===== src/rtl/sarseq.sv =====
// Multi-channel SAR ADC sequencer: scans enabled channels through S/H reset, sample and
// successive-approximation trials. Optional averaging is enabled by defining SARSEQ_AVG_EN.
module sarseq #(
   parameter int unsigned N_CHNL  = 18,
   parameter int unsigned BIT_PTR = 5,
   parameter int unsigned N_BIT   = 10
) (
   input  logic               clk,
   input  logic               srstz,
   input  logic               i_comp,
   input  logic [N_CHNL-1:0]  r_ch_en,
   input  logic               r_start,
   input  logic               r_stop,
   input  logic               r_loop,
   input  logic [3:0]         r_smpl_t,
   input  logic [1:0]         r_settle_t,
   input  logic [1:0]         r_avg,
   input  logic [N_BIT-1:0]   r_thr_lo,
   input  logic [N_BIT-1:0]   r_thr_hi,
   input  logic [N_CHNL-1:0]  i_sta_clr,
   output logic               o_shrst,
   output logic               o_hold,
   output logic [N_CHNL-1:0]  o_daci_sel,
   output logic [N_BIT-1:0]   o_dac,
   output logic               o_busy,
   output logic               o_rslt_vld,
   output logic [BIT_PTR-1:0] o_rslt_ch,
   output logic [N_BIT-1:0]   o_rslt,
   output logic [N_CHNL-1:0]  o_wsta,
   output logic               o_intr
);

   localparam int unsigned CNT_W = 4;
   localparam int unsigned BIT_W = $clog2(N_BIT);
`ifdef SARSEQ_AVG_EN
   localparam int unsigned ACC_W = N_BIT + 3;
   localparam int unsigned AVG_W = 4;
`endif

   typedef enum logic [2:0] {
      S_IDLE,
      S_SHRST,
      S_SAMPLE,
      S_TRIAL,
      S_DONE
   } state_e;

   state_e               state_q, state_d;
   logic [BIT_PTR-1:0]   ptr_q, ptr_d;
   logic [CNT_W-1:0]     cnt_q, cnt_d;
   logic [BIT_W-1:0]     bit_q, bit_d;
   logic [N_BIT-1:0]     sar_q, sar_d;
   logic                 comp_s1_q, comp_s2_q;
   logic                 shrst_q, shrst_d;
   logic                 hold_q, hold_d;
   logic [N_CHNL-1:0]    sel_q, sel_d;
   logic [N_BIT-1:0]     dac_q, dac_d;
   logic                 busy_q, busy_d;
   logic                 vld_q, vld_d;
   logic [BIT_PTR-1:0]   rslt_ch_q, rslt_ch_d;
   logic [N_BIT-1:0]     rslt_q, rslt_d;
   logic [N_CHNL-1:0]    wsta_q, wsta_d;
   logic                 intr_q, intr_d;

   logic [N_CHNL-1:0]    wsta_set;
   logic [N_BIT-1:0]     rslt_fin;
   logic                 last_conv;
   logic [BIT_PTR-1:0]   nxt_ch, low_ch;
   logic                 nxt_found, low_found;

`ifdef SARSEQ_AVG_EN
   logic [ACC_W-1:0]     acc_q, acc_d, acc_sum;
   logic [AVG_W-1:0]     avg_cnt_q, avg_cnt_d;
`else
   logic                 unused_avg;
   assign unused_avg = ^r_avg;
`endif

   // Lowest enabled channel overall and lowest enabled channel above the pointer
   always_comb begin
      nxt_ch    = '0;
      nxt_found = 1'b0;
      low_ch    = '0;
      low_found = 1'b0;
      for (int i = int'(N_CHNL) - 1; i >= 0; i--) begin
         if (r_ch_en[i]) begin
            low_ch    = BIT_PTR'(i);
            low_found = 1'b1;
            if (i > int'(ptr_q)) begin
               nxt_ch    = BIT_PTR'(i);
               nxt_found = 1'b1;
            end
         end
      end
   end

   always_comb begin
      state_d   = state_q;
      ptr_d     = ptr_q;
      cnt_d     = cnt_q;
      bit_d     = bit_q;
      sar_d     = sar_q;
      vld_d     = 1'b0;
      rslt_d    = rslt_q;
      rslt_ch_d = rslt_ch_q;
      wsta_set  = '0;
      rslt_fin  = sar_q;
      last_conv = 1'b1;
`ifdef SARSEQ_AVG_EN
      acc_d     = acc_q;
      avg_cnt_d = avg_cnt_q;
      acc_sum   = acc_q + ACC_W'(sar_q);
`endif

      case (state_q)
         S_IDLE: begin
            if (r_start && low_found) begin
               state_d = S_SHRST;
               ptr_d   = low_ch;
            end
         end
         S_SHRST: begin
            state_d = S_SAMPLE;
            cnt_d   = CNT_W'(r_smpl_t);
            sar_d   = '0;
         end
         S_SAMPLE: begin
            if (cnt_q == '0) begin
               state_d = S_TRIAL;
               cnt_d   = CNT_W'(r_settle_t) + CNT_W'(2);
               bit_d   = BIT_W'(N_BIT - 1);
            end else begin
               cnt_d = cnt_q - CNT_W'(1);
            end
         end
         S_TRIAL: begin
            // Decision uses the synchronised comparator seen at the end of the trial
            if (cnt_q == '0) begin
               if (comp_s2_q) sar_d = dac_q;
               if (bit_q == '0) begin
                  state_d = S_DONE;
               end else begin
                  bit_d = bit_q - BIT_W'(1);
                  cnt_d = CNT_W'(r_settle_t) + CNT_W'(2);
               end
            end else begin
               cnt_d = cnt_q - CNT_W'(1);
            end
         end
         S_DONE: begin
`ifdef SARSEQ_AVG_EN
            last_conv = (avg_cnt_q == ((AVG_W'(1) << r_avg) - AVG_W'(1)));
            rslt_fin  = N_BIT'(acc_sum >> r_avg);
            if (last_conv) begin
               acc_d     = '0;
               avg_cnt_d = '0;
            end else begin
               acc_d     = acc_sum;
               avg_cnt_d = avg_cnt_q + AVG_W'(1);
            end
`endif
            if (last_conv) begin
               vld_d     = 1'b1;
               rslt_d    = rslt_fin;
               rslt_ch_d = ptr_q;
               if ((rslt_fin < r_thr_lo) || (rslt_fin > r_thr_hi))
                  wsta_set = N_CHNL'(1) << ptr_q;
               if (nxt_found) begin
                  state_d = S_SHRST;
                  ptr_d   = nxt_ch;
               end else if (r_loop && low_found) begin
                  state_d = S_SHRST;
                  ptr_d   = low_ch;
               end else begin
                  state_d = S_IDLE;
               end
            end else begin
               state_d = S_SHRST;
            end
         end
         default: state_d = S_IDLE;
      endcase

      // Abort beats everything, including a same-cycle start or result
      if (r_stop) begin
         state_d   = S_IDLE;
         vld_d     = 1'b0;
         rslt_d    = rslt_q;
         rslt_ch_d = rslt_ch_q;
         wsta_set  = '0;
`ifdef SARSEQ_AVG_EN
         acc_d     = '0;
         avg_cnt_d = '0;
`endif
      end

      shrst_d = (state_d == S_SHRST);
      hold_d  = (state_d == S_TRIAL);
      sel_d   = (state_d inside {S_SHRST, S_SAMPLE, S_TRIAL}) ? (N_CHNL'(1) << ptr_d) : '0;
      dac_d   = (state_d == S_TRIAL) ? (sar_d | (N_BIT'(1) << bit_d)) : '0;
      busy_d  = (state_d != S_IDLE) || vld_d;
      wsta_d  = (wsta_q & ~i_sta_clr) | wsta_set;
      intr_d  = |wsta_d;
   end

   always_ff @(posedge clk or negedge srstz) begin
      if (!srstz) begin
         state_q   <= S_IDLE;
         ptr_q     <= '0;
         cnt_q     <= '0;
         bit_q     <= '0;
         sar_q     <= '0;
         comp_s1_q <= 1'b0;
         comp_s2_q <= 1'b0;
         shrst_q   <= 1'b0;
         hold_q    <= 1'b0;
         sel_q     <= '0;
         dac_q     <= '0;
         busy_q    <= 1'b0;
         vld_q     <= 1'b0;
         rslt_ch_q <= '0;
         rslt_q    <= '0;
         wsta_q    <= '0;
         intr_q    <= 1'b0;
`ifdef SARSEQ_AVG_EN
         acc_q     <= '0;
         avg_cnt_q <= '0;
`endif
      end else begin
         state_q   <= state_d;
         ptr_q     <= ptr_d;
         cnt_q     <= cnt_d;
         bit_q     <= bit_d;
         sar_q     <= sar_d;
         comp_s1_q <= i_comp;
         comp_s2_q <= comp_s1_q;
         shrst_q   <= shrst_d;
         hold_q    <= hold_d;
         sel_q     <= sel_d;
         dac_q     <= dac_d;
         busy_q    <= busy_d;
         vld_q     <= vld_d;
         rslt_ch_q <= rslt_ch_d;
         rslt_q    <= rslt_d;
         wsta_q    <= wsta_d;
         intr_q    <= intr_d;
`ifdef SARSEQ_AVG_EN
         acc_q     <= acc_d;
         avg_cnt_q <= avg_cnt_d;
`endif
      end
   end

   assign o_shrst    = shrst_q;
   assign o_hold     = hold_q;
   assign o_daci_sel = sel_q;
   assign o_dac      = dac_q;
   assign o_busy     = busy_q;
   assign o_rslt_vld = vld_q;
   assign o_rslt_ch  = rslt_ch_q;
   assign o_rslt     = rslt_q;
   assign o_wsta     = wsta_q;
   assign o_intr     = intr_q;

endmodule


===== config.mk =====
export PLATFORM = sky130hd
export DESIGN_NAME = sarseq
export DESIGN_NICKNAME = d
export VERILOG_FILES = /design/src/rtl/sarseq.sv
export SDC_FILE = /design/constraint.sdc
export NUM_CORES = 1
export LEC_CHECK = 0
export BUFFER_PORTS_ARGS = -buffer_cell sky130_fd_sc_hd__buf_2
export CORE_MARGIN = 2
export CORE_UTILIZATION = 39
export CTS_CLUSTER_DIAMETER = 60
export DETAILED_ROUTE_END_ITERATION = 8
export SLEW_MARGIN = 20
export SYNTH_ARGS = -nofsm -noshare
export SYNTH_HDL_FRONTEND = slang
export SYNTH_SLANG_ARGS = --single-unit

===== constraint.sdc =====
create_clock -name clk -period 2.65 [get_ports clk]
set_input_delay 0.53 -clock clk [delete_from_list [all_inputs] [get_ports clk]]
set_output_delay 0.53 -clock clk [all_outputs]
set_load 0.005 [all_outputs]

==> results.md, run 1 <==
* Result of the run: complete, but fails checks
* Violations in the final reports: negative setup slack
* Root Driver: clkbuf_16
* Final Hold Viols at 0
* Top FF cell, synth: dfrtp_1
* Number of max-slew violations in the final report at 0
* Row Count at 42
* Combinational cell fraction of total power at 0.366
* Avg Inst Size Synth at 9.655 um2
* Proportion of netlist area held by the largest area contributor at 0.4430
* Area enclosed by the die boundary at 14560 um2
* Grt met3 use at 0.03679
* Async SR Flop Fraction at 1.000
* Setup repair after global routing missed its margin: true
* Highest clock frequency the design can meet at 375.7 MHz
* Placed wire-length estimate after detailed placement at 11420 um
* GRT met2 Usage at 0.3220
* Top Ports at 136
* Area of the core region at 13300 um2
* First-pass detailed-route iteration total at 5
* Register clock-pin slew on the reported worst setup and hold paths at 0.07 ns
* Internal portion of total power at 0.003100 W
* Global Route Usage Sum at 0.2081
* Post-synth EDFFs at 0
* Nets@finish at 851
* Static leakage at 3.773 nW
* Worst hold path class: primary input to asynchronous set/reset pin
* Library cell with the largest summed area after synthesis: dfrtp_1
* Inserted Clock Buffers at 9
* Critical path data arrival time at 2.93 ns
* Crit share post-route at 1.004
* Clock share of power at 0.283
* Number of levels in the clock H-tree at 3
* Fraction of final layout cells with drive strength greater than 1 at 0.4026
* Clock sink count at 94
* Required arrival time at the worst endpoint at 2.91 ns
* # port buffers at 133
* Post-synthesis instance area at 5310 um2
* Crit Path Class: flop to flop
* Slew at the pin with the worst max-slew slack at 0.6002 ns
* Post-synthesis instance total at 550
* Number of buffers on the longest clock path at 2
* List of most frequent post-synthesis cells: 94 x dfrtp_1, 40 x inv_1, 40 x nor2_1
* Iter 0 DRT Violations at 456
* Ratio of total power to cell area at 660.8 nW/um2
* Cell with the most instances after synthesis: dfrtp_1
* Met1 GRT Util at 0.2957
* Critical Path Fanout Max at 11
* Initial core utilization at 0.3994
* Post-layout minimum cycle time at 2.662 ns
* Syn nets at 641
* Total of flip-flops plus latches after synthesis at 94
* Post-route DRC at 0
* Setup slack of the critical path after layout at -0.01183 ns
* Antenna Diode Count at 0
* Worst voltage drop across the vdd grid at 0.5140 mV
* Total of warnings raised by yosys at 0
* Total detailed-routing wirelength at 15300 um
* Switch share at 0.3553
* Post-DRT Antenna Nets at 0
* Synth-to-Final Area Change at 37.02%
* Vias in the first global route at 4988
* Pin count of the biggest net entering global routing at 49
* Final cell count without fillers at 941
* Vias per std cell at 5.499
* Clock latency on the worst-skew pair at 0.35 ns
* Crit end category: flop
* Sequential-to-total area share from yosys stat at 0.4430
* Final count of negative-setup-slack endpoints at 1
* Switching power total at 0.001708 W
* Number of cells in the design after placement at 912
* Total negative slack at -0.01183 ns
* Top cells by area, synth: dfrtp_1 44%, ha_1 4.9%, mux2_2 3.2%, inv_1 2.8%, nand2b_1 2.8%
* Pre-CTS setup slack at -0.5731 ns
* WL per Instance at 16.26 um
* Remaining max-slew budget at the tightest pin at 0.5999
* Die outline height at 120.7 um
* Setup clock skew after layout at 0.01031 ns
* Overall overflow remaining after global route at 0
* Minimum hold slack at 0.1956 ns
* Total via count after detailed routing at 5175
* Final cell utilization of the core at 0.5472
* Initial antenna violation count at 0
* First-pass GRT wire length at 24350 um
* Synth cell types at 70
* Global route hottest layer: met2
* Critical path startpoint category: flop
* Launching point of the worst reg2reg path: ptr_q[1]$_DFF_PN0_
* Max Cap Viol at 0
* Die width at 120.7 um
* Proportion of power drawn by flip-flops and latches at 0.350
* CP startpoint: ptr_q[1]$_DFF_PN0_
* CTS tree: built
* RePlAce Congestion at 0.9621
[worst paths after layout]
path                                             to  slack [ns]  cells after the start
max                        o_daci_sel[17]$_DFF_PN0_       -0.01                     10
min                           o_rslt[3]$_DFFE_PN0P_        0.20                      1
max reg2reg                o_daci_sel[17]$_DFF_PN0_       -0.01                     10
min reg2reg                     comp_s2_q$_DFF_PN0_        0.36                      0
max in group asynchronous        ptr_q[0]$_DFF_PN0_        1.76                      2
min in group clk                comp_s1_q$_DFF_PN0_        0.28                      1
[power by group through the flow]
stage	clock network (W)	logic, W	registers (W)
after floorplan	0	0.00102	0.00163
after global placement	0	0.00151	0.00170
after detailed placement	0	0.00155	0.00171
after CTS	0.00138	0.00161	0.00169
after global routing	0.00145	0.00193	0.00170
final	0.00136	0.00176	0.00168
[area by class of cell]
cell class                      instances  area [um2]
Tap cell                              176       220.2
Sequential cell                        94        2359
Clock buffer                           11       242.7
Inverter                               41       153.9
Multi-Input combinational cell        385        2795
Fill cell                            1229        6020
Timing Repair Buffer                  229        1439
Clock inverter                          5       66.31
[cell families after synthesis]
group,share of synthesized area
AO/OA/AOI/OAI,0.2071
buffers and inverters,0.05749
adder cells (fa/ha/maj),0.04948
flip-flops,0.4430
AND/OR/NAND/NOR,0.2092
multiplexers,0.03369
[layout by cell type (no fill, tap or decap), drive strengths merged, types with 8 or more instances in the layout]
| cell type | Yosys | routed |
|---|---|---|
| buf | 11 | 227 |
| dfrtp | 94 | 94 |
| inv | 41 | 43 |
| nor2 | 41 | 41 |
| nand2 | 35 | 35 |
| a21oi | 27 | 27 |
| nand2b | 24 | 24 |
| ha | 21 | 21 |
| nor3 | 21 | 21 |
| o21ai | 17 | 17 |
| mux2 | 15 | 15 |
| a22o | 13 | 13 |
| nand3 | 13 | 13 |
| clkbuf | 19 | 13 |
| nand4 | 12 | 12 |
| o41ai | 10 | 10 |
| nor3b | 10 | 10 |
| a211oi | 8 | 8 |
| a21o | 8 | 8 |
| nor2b | 8 | 8 |
[routing by layer]
layer,up-vias,share of wire,wire [um]
li1,2450,-,-
met1,2496,0.47,7142
met2,199,0.45,6869
met3,30,0.063,968
met4,0,0.021,321
met5,-,0,0
[repair_timing]
| action | CTS | global route |
|---|---|---|
| pin swaps | 1 | 2 |
| hold buffers | 0 | 0 |
| setup buffers | 1 | 12 |
| resized for setup | 12 | 21 |
| setup endpoints to repair | 19 | 28 |
[flip-flops by register name (all words and copies together) (netlist names)]
name / flops
o_intr: 1
comp_s2_q: 1
o_rslt_vld: 1
o_shrst: 1
rslt_fin: 10
o_daci_sel: 18
state_q: 3
bit_q: 4
o_busy: 1
cnt_q: 4
o_dac: 10
ptr_q: 5
o_rslt: 10
o_hold: 1
o_rslt_ch: 5
o_wsta: 18
comp_s1_q: 1
[through the flow]
| stage | instance area, um2 | power [W] |
|---|---|---|
| 2_1_floorplan | 5329 | 0.002652 |
| 5_1_grt | 7276 | 0.005083 |
| 4_1_cts | 7094 | 0.004678 |
| 3_3_place_gp | 6726 | 0.003217 |
| 6_report | 7276 | 0.004808 |
| 3_5_place_dp | 6726 | 0.003258 |
[critical path, stage by stage (launching register included)]
cell and delay [ns]:
dfrtp_2 0.50, buf_4 0.19, o41ai_4 0.37, o21ai_2 0.15
nand4_2 0.13, nor3_4 0.06, buf_4 0.15, a311o_1 0.41
buf_4 0.16, nand3b_1 0.25, nor3b_2 0.21
No activity file was read; power rests on OpenSTA's default activity.
==> run 2: changes to the inputs <==
PLACE_DENSITY = 0.68   (was unset)
==> results.md, run 2 (synthesized netlist as in run 1, its figures left out) <==
* Result of the run: finished, final reports clean
* Hold_buf cts at 0
* Area enclosed by the die boundary at 14560 um2
* Nets@finish at 835
* Setup slack of the critical path after layout at 0.1185 ns
* Crit share post-route at 0.9553
* Register clock-pin slew on the reported worst setup and hold paths at 0.07 ns
* Critical path startpoint category: flop
* Required arrival time at the worst endpoint at 2.91 ns
* Post-layout minimum cycle time at 2.532 ns
* Final cell count without fillers at 925
* Filler cell count at 1199
* WL per Instance at 16.67 um
* Global Route Usage Sum at 0.2121
* Overall overflow remaining after global route at 0
* CTS tree: built
* Post-DRT Antenna Nets at 0
* # port buffers at 133
* Worst voltage drop across the vdd grid at 0.4340 mV
* Placed wire-length estimate after detailed placement at 11490 um
* Inserted Clock Buffers at 9
* Highest-count cells in the layout ignoring fill and taps: 133 x buf_2, 90 x dfrtp_1, 74 x buf_4
* Clock sink count at 94
* Pin count of the biggest net entering global routing at 52
* RePlAce Congestion at 0.8498
* Vias in the first global route at 4942
* Worst hold path class: primary input to asynchronous set/reset pin
* Fraction of final layout cells with drive strength greater than 1 at 0.3992
* Static leakage at 3.683 nW
* Number of levels in the clock H-tree at 3
* Total detailed-routing wirelength at 15420 um
* Final instance area at 7188 um2
* Initial core utilization at 0.3994
* Most frequent standard cell in the layout excluding fill and tap cells: buf_2
* Row Count at 42
* Die width at 120.7 um
* Switching power total at 0.001706 W
* Highest clock frequency the design can meet at 395.0 MHz
* Slew at the pin with the worst max-slew slack at 0.5612 ns
* Critical path data arrival time at 2.79 ns
* Vias per std cell at 5.483
* Clock share of power at 0.276
* Die outline height at 120.7 um
* R2R setup slack at 0.12 ns
* Tot Pwr at 0.004824 W
* Combinational cell fraction of total power at 0.375
* Initial antenna violation count at 0
* Switch share at 0.3537
* Total via count after detailed routing at 5072
* Total negative slack at 0 ns
* Critical Path Fanout Max at 8
* Antenna Diode Count at 0
* Ratio of total power to cell area at 671.1 nW/um2
* Post-route DRC at 0
* Root Driver: clkbuf_16
* Proportion of power drawn by flip-flops and latches at 0.348
* Placement-stage cell area at 6634 um2
* Remaining max-slew budget at the tightest pin at 0.6259
* Number of max-slew violations in the final report at 0
* Crit end category: flop
* First-pass GRT wire length at 24590 um
* Synth-to-Final Area Change at 35.37%
* Pre-CTS setup slack at -0.2615 ns
* Top Ports at 136
* Area of the core region at 13300 um2
* Number of buffers on the longest clock path at 2
* Clock latency on the worst-skew pair at 0.35 ns
* Final Hold Viols at 0
* First-pass detailed-route iteration total at 7
* Max Cap Viol at 0
* Iter 0 DRT Violations at 474
* Setup clock skew after layout at 0.009383 ns
* Internal portion of total power at 0.003118 W
* Final count of negative-setup-slack endpoints at 0
* Crit Path Class: flop to flop
* Number of cells in the design after placement at 898
run 2: cell types whose count changed in the layout (fill, tap and decap cells not counted), sizes merged:
| cell | before | now |
|---|---|---|
| buf | 227 | 213 |
| clkbuf | 13 | 11 |
run 2: metrics by stage:
step | util | hold WS, ns
floorplan | - | 0.2344
global placement | 0.4990 | 0.3433
detailed placement | 0.4990 | 0.3435
CTS | 0.5235 | 0.1831
global route | 0.5407 | 0.2066
finish | 0.5407 | 0.1643
run 2: timing repair:
action,in CTS,in global routing
pin swaps,0,8
resized for setup,7,33
setup buffers,0,11
endpoints found under the setup margin,18,29
run 2: path summary, 6_finish.rpt:
check | from | to | cells after the start
hold reg to reg | comp_s1_q$_DFF_PN0_ | comp_s2_q$_DFF_PN0_ | 0
max in group asynchronous | srstz | ptr_q[0]$_DFF_PN0_ | 2
min in group clk | i_comp | comp_s1_q$_DFF_PN0_ | 1
setup reg to reg | ptr_q[2]$_DFF_PN0_ | o_daci_sel[10]$_DFF_PN0_ | 10
setup / recovery | ptr_q[2]$_DFF_PN0_ | o_daci_sel[10]$_DFF_PN0_ | 10
hold / removal | srstz | o_rslt[2]$_DFFE_PN0P_ | 1
run 2: final cells by class:
cell class,count,area [um2],share of cell area
clock buffers,11,242.7,0.03377
clock inverters,5,63.81,0.008877
repair buffers,213,1333,0.1854
inverters,41,153.9,0.02141
flip-flops and latches,94,2357,0.3279
multi-input cells,385,2818,0.3920
well taps,176,220.2,0.03064
run 2: power groups by stage:
stage / Combinational, W / Sequential, W / Clock [W]
floorplan: 0.00102 / 0.00163 / 0
global placement: 0.00152 / 0.00171 / 0
detailed placement: 0.00155 / 0.00171 / 0
CTS: 0.00157 / 0.00169 / 0.00136
global route: 0.00199 / 0.00169 / 0.00142
finish: 0.00181 / 0.00168 / 0.00133
run 2: metal layers:
| layer | vias to the layer above | part of all wire | GRT usage | wire, um |
|---|---|---|---|---|
| li1 | 2424 | - | - | - |
| met1 | 2451 | 0.46 | 0.2865 | 7062 |
| met2 | 170 | 0.47 | 0.3390 | 7208 |
| met5 | - | 0 | 0 | 0 |
| met3 | 27 | 0.052 | 0.04245 | 806 |
| met4 | 0 | 0.022 | 0.07485 | 338 |
run 2: critical path: stages, from the launching register on:
cell and delay [ns]:
dfrtp_2 0.48, buf_6 0.17, o2bb2ai_1 0.15, a311oi_2 0.26, nand4b_4 0.23, nor3_4 0.06, buf_4 0.14, a311o_1 0.37
nor2_2 0.16, nand2b_2 0.18, nor3_1 0.23
